File: src/rtl/thc_pkg.sv
// thc_pkg: shared Hamming(38,32) layout for the encoder and the matching decoder.
//   DATA_W / PAR_W / CODE_W : fixed widths (32 data, 6 parity, 38 code bits)
//   data_pos(i)             : codeword position (1..38) of data bit i
//   is_par_pos(p)           : 1 when position p holds a parity bit (power of two)
//   hamming_encode(data)    : 38-bit codeword, data_out[p-1] holds position p
//   hamming_syndrome(code)  : 6-bit syndrome, equals the flipped position on a single error
package thc_pkg;

  localparam int DATA_W = 32;
  localparam int PAR_W  = 6;
  localparam int CODE_W = 38;

  // Data fills the non-power-of-two positions in ascending order, so each run of
  // data bits between two parity slots is shifted by the number of parity slots below it.
  function automatic logic [5:0] data_pos(input logic [4:0] i);
    logic [5:0] pos;
    if (i == 5'd0) begin
      pos = 6'd3;
    end else if (i <= 5'd3) begin
      pos = {1'b0, i} + 6'd4;
    end else if (i <= 5'd10) begin
      pos = {1'b0, i} + 6'd5;
    end else if (i <= 5'd25) begin
      pos = {1'b0, i} + 6'd6;
    end else begin
      pos = {1'b0, i} + 6'd7;
    end
    return pos;
  endfunction

  function automatic logic is_par_pos(input logic [5:0] p);
    return (p != 6'd0) && ((p & (p - 6'd1)) == 6'd0);
  endfunction

  function automatic logic [CODE_W-1:0] hamming_encode(input logic [DATA_W-1:0] data);
    logic [CODE_W-1:0] code;
    logic              par;
    code = '0;
    for (int i = 0; i < DATA_W; i++) begin
      code[data_pos(5'(i)) - 6'd1] = data[i];
    end
    // P_k covers every data position whose index has bit k set; parity slots are
    // still zero here but are skipped explicitly so the intent is plain.
    for (int k = 0; k < PAR_W; k++) begin
      par = 1'b0;
      for (int j = 1; j <= CODE_W; j++) begin
        if (j[k] && !is_par_pos(6'(j))) begin
          par = par ^ code[j-1];
        end
      end
      code[(32'sd1 << k) - 32'sd1] = par;
    end
    return code;
  endfunction

  // Syndrome over the full codeword, parity bits included: zero for a clean word,
  // the position of the flipped bit for a single-bit error.
  function automatic logic [PAR_W-1:0] hamming_syndrome(input logic [CODE_W-1:0] code);
    logic [PAR_W-1:0] syn;
    syn = '0;
    for (int k = 0; k < PAR_W; k++) begin
      for (int j = 1; j <= CODE_W; j++) begin
        if (j[k]) begin
          syn[k] = syn[k] ^ code[j-1];
        end
      end
    end
    return syn;
  endfunction

endpackage

File: src/rtl/thc_enc_comb.sv
// thc_enc_comb: purely combinational Hamming(38,32) encoder.
//   data_in  [31:0] : data word
//   code_out [37:0] : codeword, code_out[p-1] holds position p
module thc_enc_comb
  import thc_pkg::*;
(
  input  logic [DATA_W-1:0] data_in,
  output logic [CODE_W-1:0] code_out
);

  // Codeword is a pure function of the data word.
  always_comb begin
    code_out = hamming_encode(data_in);
  end

endmodule

File: src/rtl/thc.sv
// thc: registered Hamming(38,32) SEC encoder, one-cycle latency, no backpressure.
//   clk       : single clock, rising edge
//   rst       : asynchronous active-high reset
//   data_in   : 32-bit data word
//   in_valid  : data_in valid this cycle
//   data_out  : registered 38-bit codeword (holds when no new word arrives)
//   out_valid : data_out carries a new codeword this cycle
module thc
  import thc_pkg::*;
(
  input  logic              clk,
  input  logic              rst,
  input  logic [DATA_W-1:0] data_in,
  input  logic              in_valid,
  output logic [CODE_W-1:0] data_out,
  output logic              out_valid
);

  logic [CODE_W-1:0] w_code;
  logic [CODE_W-1:0] r_data;
  logic              r_valid;

  thc_enc_comb u_enc (
    .data_in  (data_in),
    .code_out (w_code)
  );

  // Output register: capture only on valid so an idle (possibly X) data_in never reaches data_out.
  always_ff @(posedge clk or posedge rst) begin
    if (rst) begin
      r_data  <= {CODE_W{1'b0}};
      r_valid <= 1'b0;
    end else begin
      r_valid <= in_valid;
      if (in_valid) begin
        r_data <= w_code;
      end else begin
        r_data <= r_data;
      end
    end
  end

  assign data_out  = r_data;
  assign out_valid = r_valid;

endmodule

File: config.mk
export PLATFORM = sky130hd
export DESIGN_NAME = thc
export DESIGN_NICKNAME = d
export VERILOG_FILES = /design/src/rtl/thc_pkg.sv /design/src/rtl/thc_enc_comb.sv /design/src/rtl/thc.sv
export SDC_FILE = /design/constraint.sdc
export NUM_CORES = 1
export LEC_CHECK = 0
export CAP_MARGIN = 5
export CELL_PAD_IN_SITES_DETAIL_PLACEMENT = 1
export CELL_PAD_IN_SITES_GLOBAL_PLACEMENT = 2
export CORE_ASPECT_RATIO = 1.75
export CORE_MARGIN = 3
export CORE_UTILIZATION = 28
export CTS_CLUSTER_DIAMETER = 200
export DETAILED_ROUTE_END_ITERATION = 12
export PLACE_DENSITY_LB_ADDON = 0.1
export SLEW_MARGIN = 20
export SYNTH_ARGS = -nofsm -noshare
export SYNTH_HDL_FRONTEND = slang
export SYNTH_SLANG_ARGS = --single-unit
File: constraint.sdc
create_clock -name clk -period 1.7 [get_ports clk]
set_clock_uncertainty 0.15 [all_clocks]
set_input_delay 0.34 -clock clk [delete_from_list [all_inputs] [get_ports clk]]
set_output_delay 0.34 -clock clk [all_outputs]
set_load 0.05 [all_outputs]
## After elaboration in Yosys (flattened, before gate mapping)

Index checks and enable logic that the tools add are counted.

| cells by class | value |
|---|---|
| eq/ne operators | 0 |
| bitwise operators | 84 |
| order comparisons | 0 |
| multipliers | 0 |
| reductions and logical operators | 0 |
| $add $sub $neg | 0 |
| mux-type cells | 0 |
| divide/modulo/power cells | 0 |
| shift-type cells | 0 |

Operator list:

| operator | count |
|---|---|
| 1-bit XOR | 84 |

| word-level totals | value |
|---|---|
| bits in writable memories | 0 |
| bits in registers | 39 |
| latch bits | 0 |
| memories kept | 0 |
| bits in read-only memories | 0 |

## Depth between registers and ports, before layout

| logic depth | value |
|---|---|
| word-level depth | 17 |
| gate-level depth with buffers | 5 |

## Modules after synthesis

Synthesis repeated with hierarchy kept, for this count alone.

| second synthesis, totals | value |
|---|---|
| cell total of the unflattened synthesis | 156 |
| area, all modules | 2386.0 um^2 |

Modules (own cells, without submodules):

| module | instances | cells each | area an instance (um^2) |
|---|---|---|---|
| thc | 1 | 82 | 1521.5 |
| thc_enc_comb | 1 | 74 | 864.6 |

## Least setup slack after synthesis

Ideal clock, no wire load.

| timing path | value |
|---|---|
| kind | input -> register |
| start | input port data_in[22] |
| end | register r_data[7] (netlist: data_out[7]) |
| arrival time | 1.446 ns |
| setup slack | -0.021 ns |
| cell stages on the path | 5 |
| data required time | 1.425 ns |
| setup time | 0.125 ns |
| path through | xnor3_4 > xnor2_1 > xnor2_1 > xnor2_1 > mux2_2 |

| between the ends | value |
|---|---|
| word-level cells in the longest chain between the ends | 4 |

Ends and longest elaborated chain:

| item | line | text |
|---|---|---|
| start, declared | thc.sv:13 | `input logic [DATA_W-1:0] data_in,` |
| 1-bit XOR (4 in series) | thc_pkg.sv:48 | `par = par ^ code[j-1];` |
| end signal, assigned | thc.sv:31 | `r_data <= {CODE_W{1'b0}};` |
| end signal, assigned | thc.sv:36 | `r_data <= w_code;` |
| end signal, assigned | thc.sv:38 | `r_data <= r_data;` |
| end, declared | thc.sv:20 | `logic [CODE_W-1:0] r_data;` |

No other way between the ends.
A chain may end at the register's enable or synchronous reset.

## Worst setup path after layout

Same ends and word-level chain as after synthesis.

==> reports/qor.txt <==
Result of the run: finished clean
Critical Path End Type: flip-flop
Clock tree from TritonCTS: done
Compound-gate portion of the synthesized area: 0.0102
Area leader, netlist: sky130_fd_sc_hd__dfrtp_1
Final setup slack of the worst path: 31.8 ps
Hold violation total from the final report: 0
Part of the cycle the worst path needs: 0.981
Later-pin clock latency in the skew report: 280 ps
Hold Startpoint: data_in[22]
Overall die width: 69.2 um
VDD IR-drop max: 0.672 mV
Slew of the pin with the lowest slew margin: 282 ps
Leading cell type in the layout, fill and taps excluded: sky130_fd_sc_hd__buf_12
Type of the worst min-delay path: in -> reg
CTS Buf Count: 5
DRT iter0 DRCs: 31
Leak Pwr: 1.72 nW
Count of state elements after synthesis: 39
Layout cell share with drive strength beyond 1: 0.659
Y dimension of the die: 117 um
Met3 Routed Length: 261 um
Flip-flop and latch area: 976 um2
Routed vias: 1449
Quantity of I/O buffers inserted on ports: 73
Average routed wire per standard cell: 17.2 um
Max Clk Rate: 599 MHz
Initial antenna violation count: 0
Areal power density over the cells: 1120 nW/um2
HPWL after detailed placement: 4.46 mm
DRC viols: 0
Clock net sink count: 39
Final setup violation count: 0
Worst slew margin: 0.812
Final min period: 1670 ps
Number of H-tree branching levels: 2
Share of synthesized area spent on multiplexers: 0.196
Routability-driven placement congestion ratio: 0.701
Parity-gate share of the synthesized area counting xor and xnor cells: 0.276
Hold-critical path endpoint: data_out[27]
Highest routed layer: met4
Fin. max-slew vios: 0
Wire length the detailed router placed on met1: 1.74 mm
Wire length of the first global-routing pass: 9.33 mm
Adder-cell area share of the yosys netlist: 0
Number of inserted filler cells in the final layout: 661
Reg2Reg Depth: 1
Avg Cell Area, Syn: 13.9 um2
Reg-to-reg critical path startpoint: data_out[30]
Proportion of netlist area held by the largest area contributor: 0.499
Most area-consuming cells after synthesis: sky130_fd_sc_hd__dfrtp_1 50%, sky130_fd_sc_hd__mux2_2 20%, sky130_fd_sc_hd__xnor2_1 18%
Routed wire length: 5.65 mm
Sum of internal, switching and leakage power: 0.00421 W
Clk buf depth: 2
Critical Setup Path Class: in -> reg
Syn_nets: 176
Starting density of the core: 0.295
Area of the multi-input gates: 1260 um2
Critical Path Start Type: input port
Largest family of logic cells by synthesized area: XOR/XNOR gates
GRT Overall Usage: 0.152
Util after Layout: 0.567
Standard cell core area: 6640 um2
Arrival time at the worst endpoint: 1680 ps
Library cells used by synthesis: 11
Slack of the worst reg-to-reg path: 730 ps
Cell area after synthesis: 1960 um2
Detailed route wirelength on metal2: 3.56 mm
Leftover overflow at the end of global routing: 0
Max Cap Violations: 0
Clock-pin slew reported for the worst setup and hold paths after clock tree synthesis: 60 ps
Maximum fanout encountered on the critical timing path: 3
Worst setup slack after placement: -680 ps
Data required time at the worst endpoint: 1710 ps
Proportion of synthesized chip area in sequential cells: 0.499
Cell at the root of the clock tree: sky130_fd_sc_hd__clkbuf_16
Most used cells in the layout excluding fill and tap cells: 40 x sky130_fd_sc_hd__buf_12, 39 x sky130_fd_sc_hd__dfrtp_1, 34 x sky130_fd_sc_hd__mux2_2
Nets@finish: 280
Area added between synthesis and finish: 92.6%
Simple-gate portion of the synthesized area: 0.00768
Post-layout instance count excluding filler cells: 328
Gate count of the mapped netlist: 141
Largest net degree at the start of global routing: 44
Area of the die: 8060 um2
Antenna diode instance count: 0
Antenna Nets Post-Route: 0
Initial DRT Pass Iterations: 4
Site row count: 39
Dpl cells: 317
Via-per-instance ratio: 4.42
Depth of the worst hold-timing path: 2
I/O pin total: 74
Number of global-route vias before repair: 1775
Crit Reg-Reg Endpoint: data_out[30]
Number of warnings printed during yosys synthesis: 0
==> power by group <==
part | switching [W] | leakage, nW | internal (W)
registers | 0.000165 | 0.454 | 0.00107
clock network | 0.000358 | 0.0679 | 0.000542
logic | 0.000961 | 1.19 | 0.00111
total | 0.00148 | 1.72 | 0.00273
==> state kept, by name, summed over array words and instances (netlist names) <==
register	count
out_valid	1
data_out	38
==> how the worst max path moves through the flow <==
stage	start	to	slack, ps	depth (start not counted)
2_1_floorplan	data_in[22]	data_out[7]	-20	5
3_3_place_gp	data_in[22]	data_out[7]	-620	6
3_5_place_dp	data_in[14]	data_out[3]	-680	7
4_1_cts	data_in[5]	data_out[7]	-2	6
5_1_grt	data_in[22]	data_out[7]	-9	6
6_report	data_in[22]	data_out[7]	30	6
==> cells in the mapped netlist (all sizes together) <==
master	instances
clkbuf	5
xor2	8
nor2	4
mux2	34
xnor3	4
dfrtp	39
a21oi	4
inv	1
xnor2	42
==> metal layers <==
layer,track usage,vias to the layer above
met2,0.310,45
met1,0.141,726
met5,0,-
met3,0.0388,8
met4,0.0587,0
li1,-,670
==> cells by family after synthesis <==
family,after synthesis
AO/OA/AOI/OAI,4
buffers and inverters,6
flip-flops,39
multiplexers,34
XOR/XNOR,54
AND/OR/NAND/NOR,4
==> per-stage QoR <==
step / hold WS, ps / setup TNS [ps] / area, um2
after floorplan: 221 / -21.1 / 1960
after global placement: 407 / -2960 / 3360
after detailed placement: 412 / -3170 / 3360
after CTS: 224 / -2.34 / 3680
after global routing: 233 / -18.3 / 3770
final: 224 / 0 / 3770
==> worst max-delay path, stage by stage <==
cell and delay, ps:
sky130_fd_sc_hd__buf_2 120, sky130_fd_sc_hd__xnor3_4 510, sky130_fd_sc_hd__xnor2_2 170, sky130_fd_sc_hd__xnor2_2 140, sky130_fd_sc_hd__xnor2_1 130, sky130_fd_sc_hd__mux2_2 270
==> cell type report <==
cell class | count | share of cell area
Tap cell | 82 | 0.0272
Sequential cell | 39 | 0.259
Clock inverter | 1 | 0.00133
Inverter | 1 | 0.000997
Clock buffer | 7 | 0.0352
Multi-Input combinational cell | 96 | 0.336
Timing Repair Buffer | 102 | 0.340
==> repair_timing <==
item,4_1_cts,5_1_grt
cloned,0,0
buffers inserted,1,3
pin swaps,30,18
endpoints found under the setup margin,5,5
hold buffers,0,0
resized for setup,82,29
(Power assumes the default switching activity.)
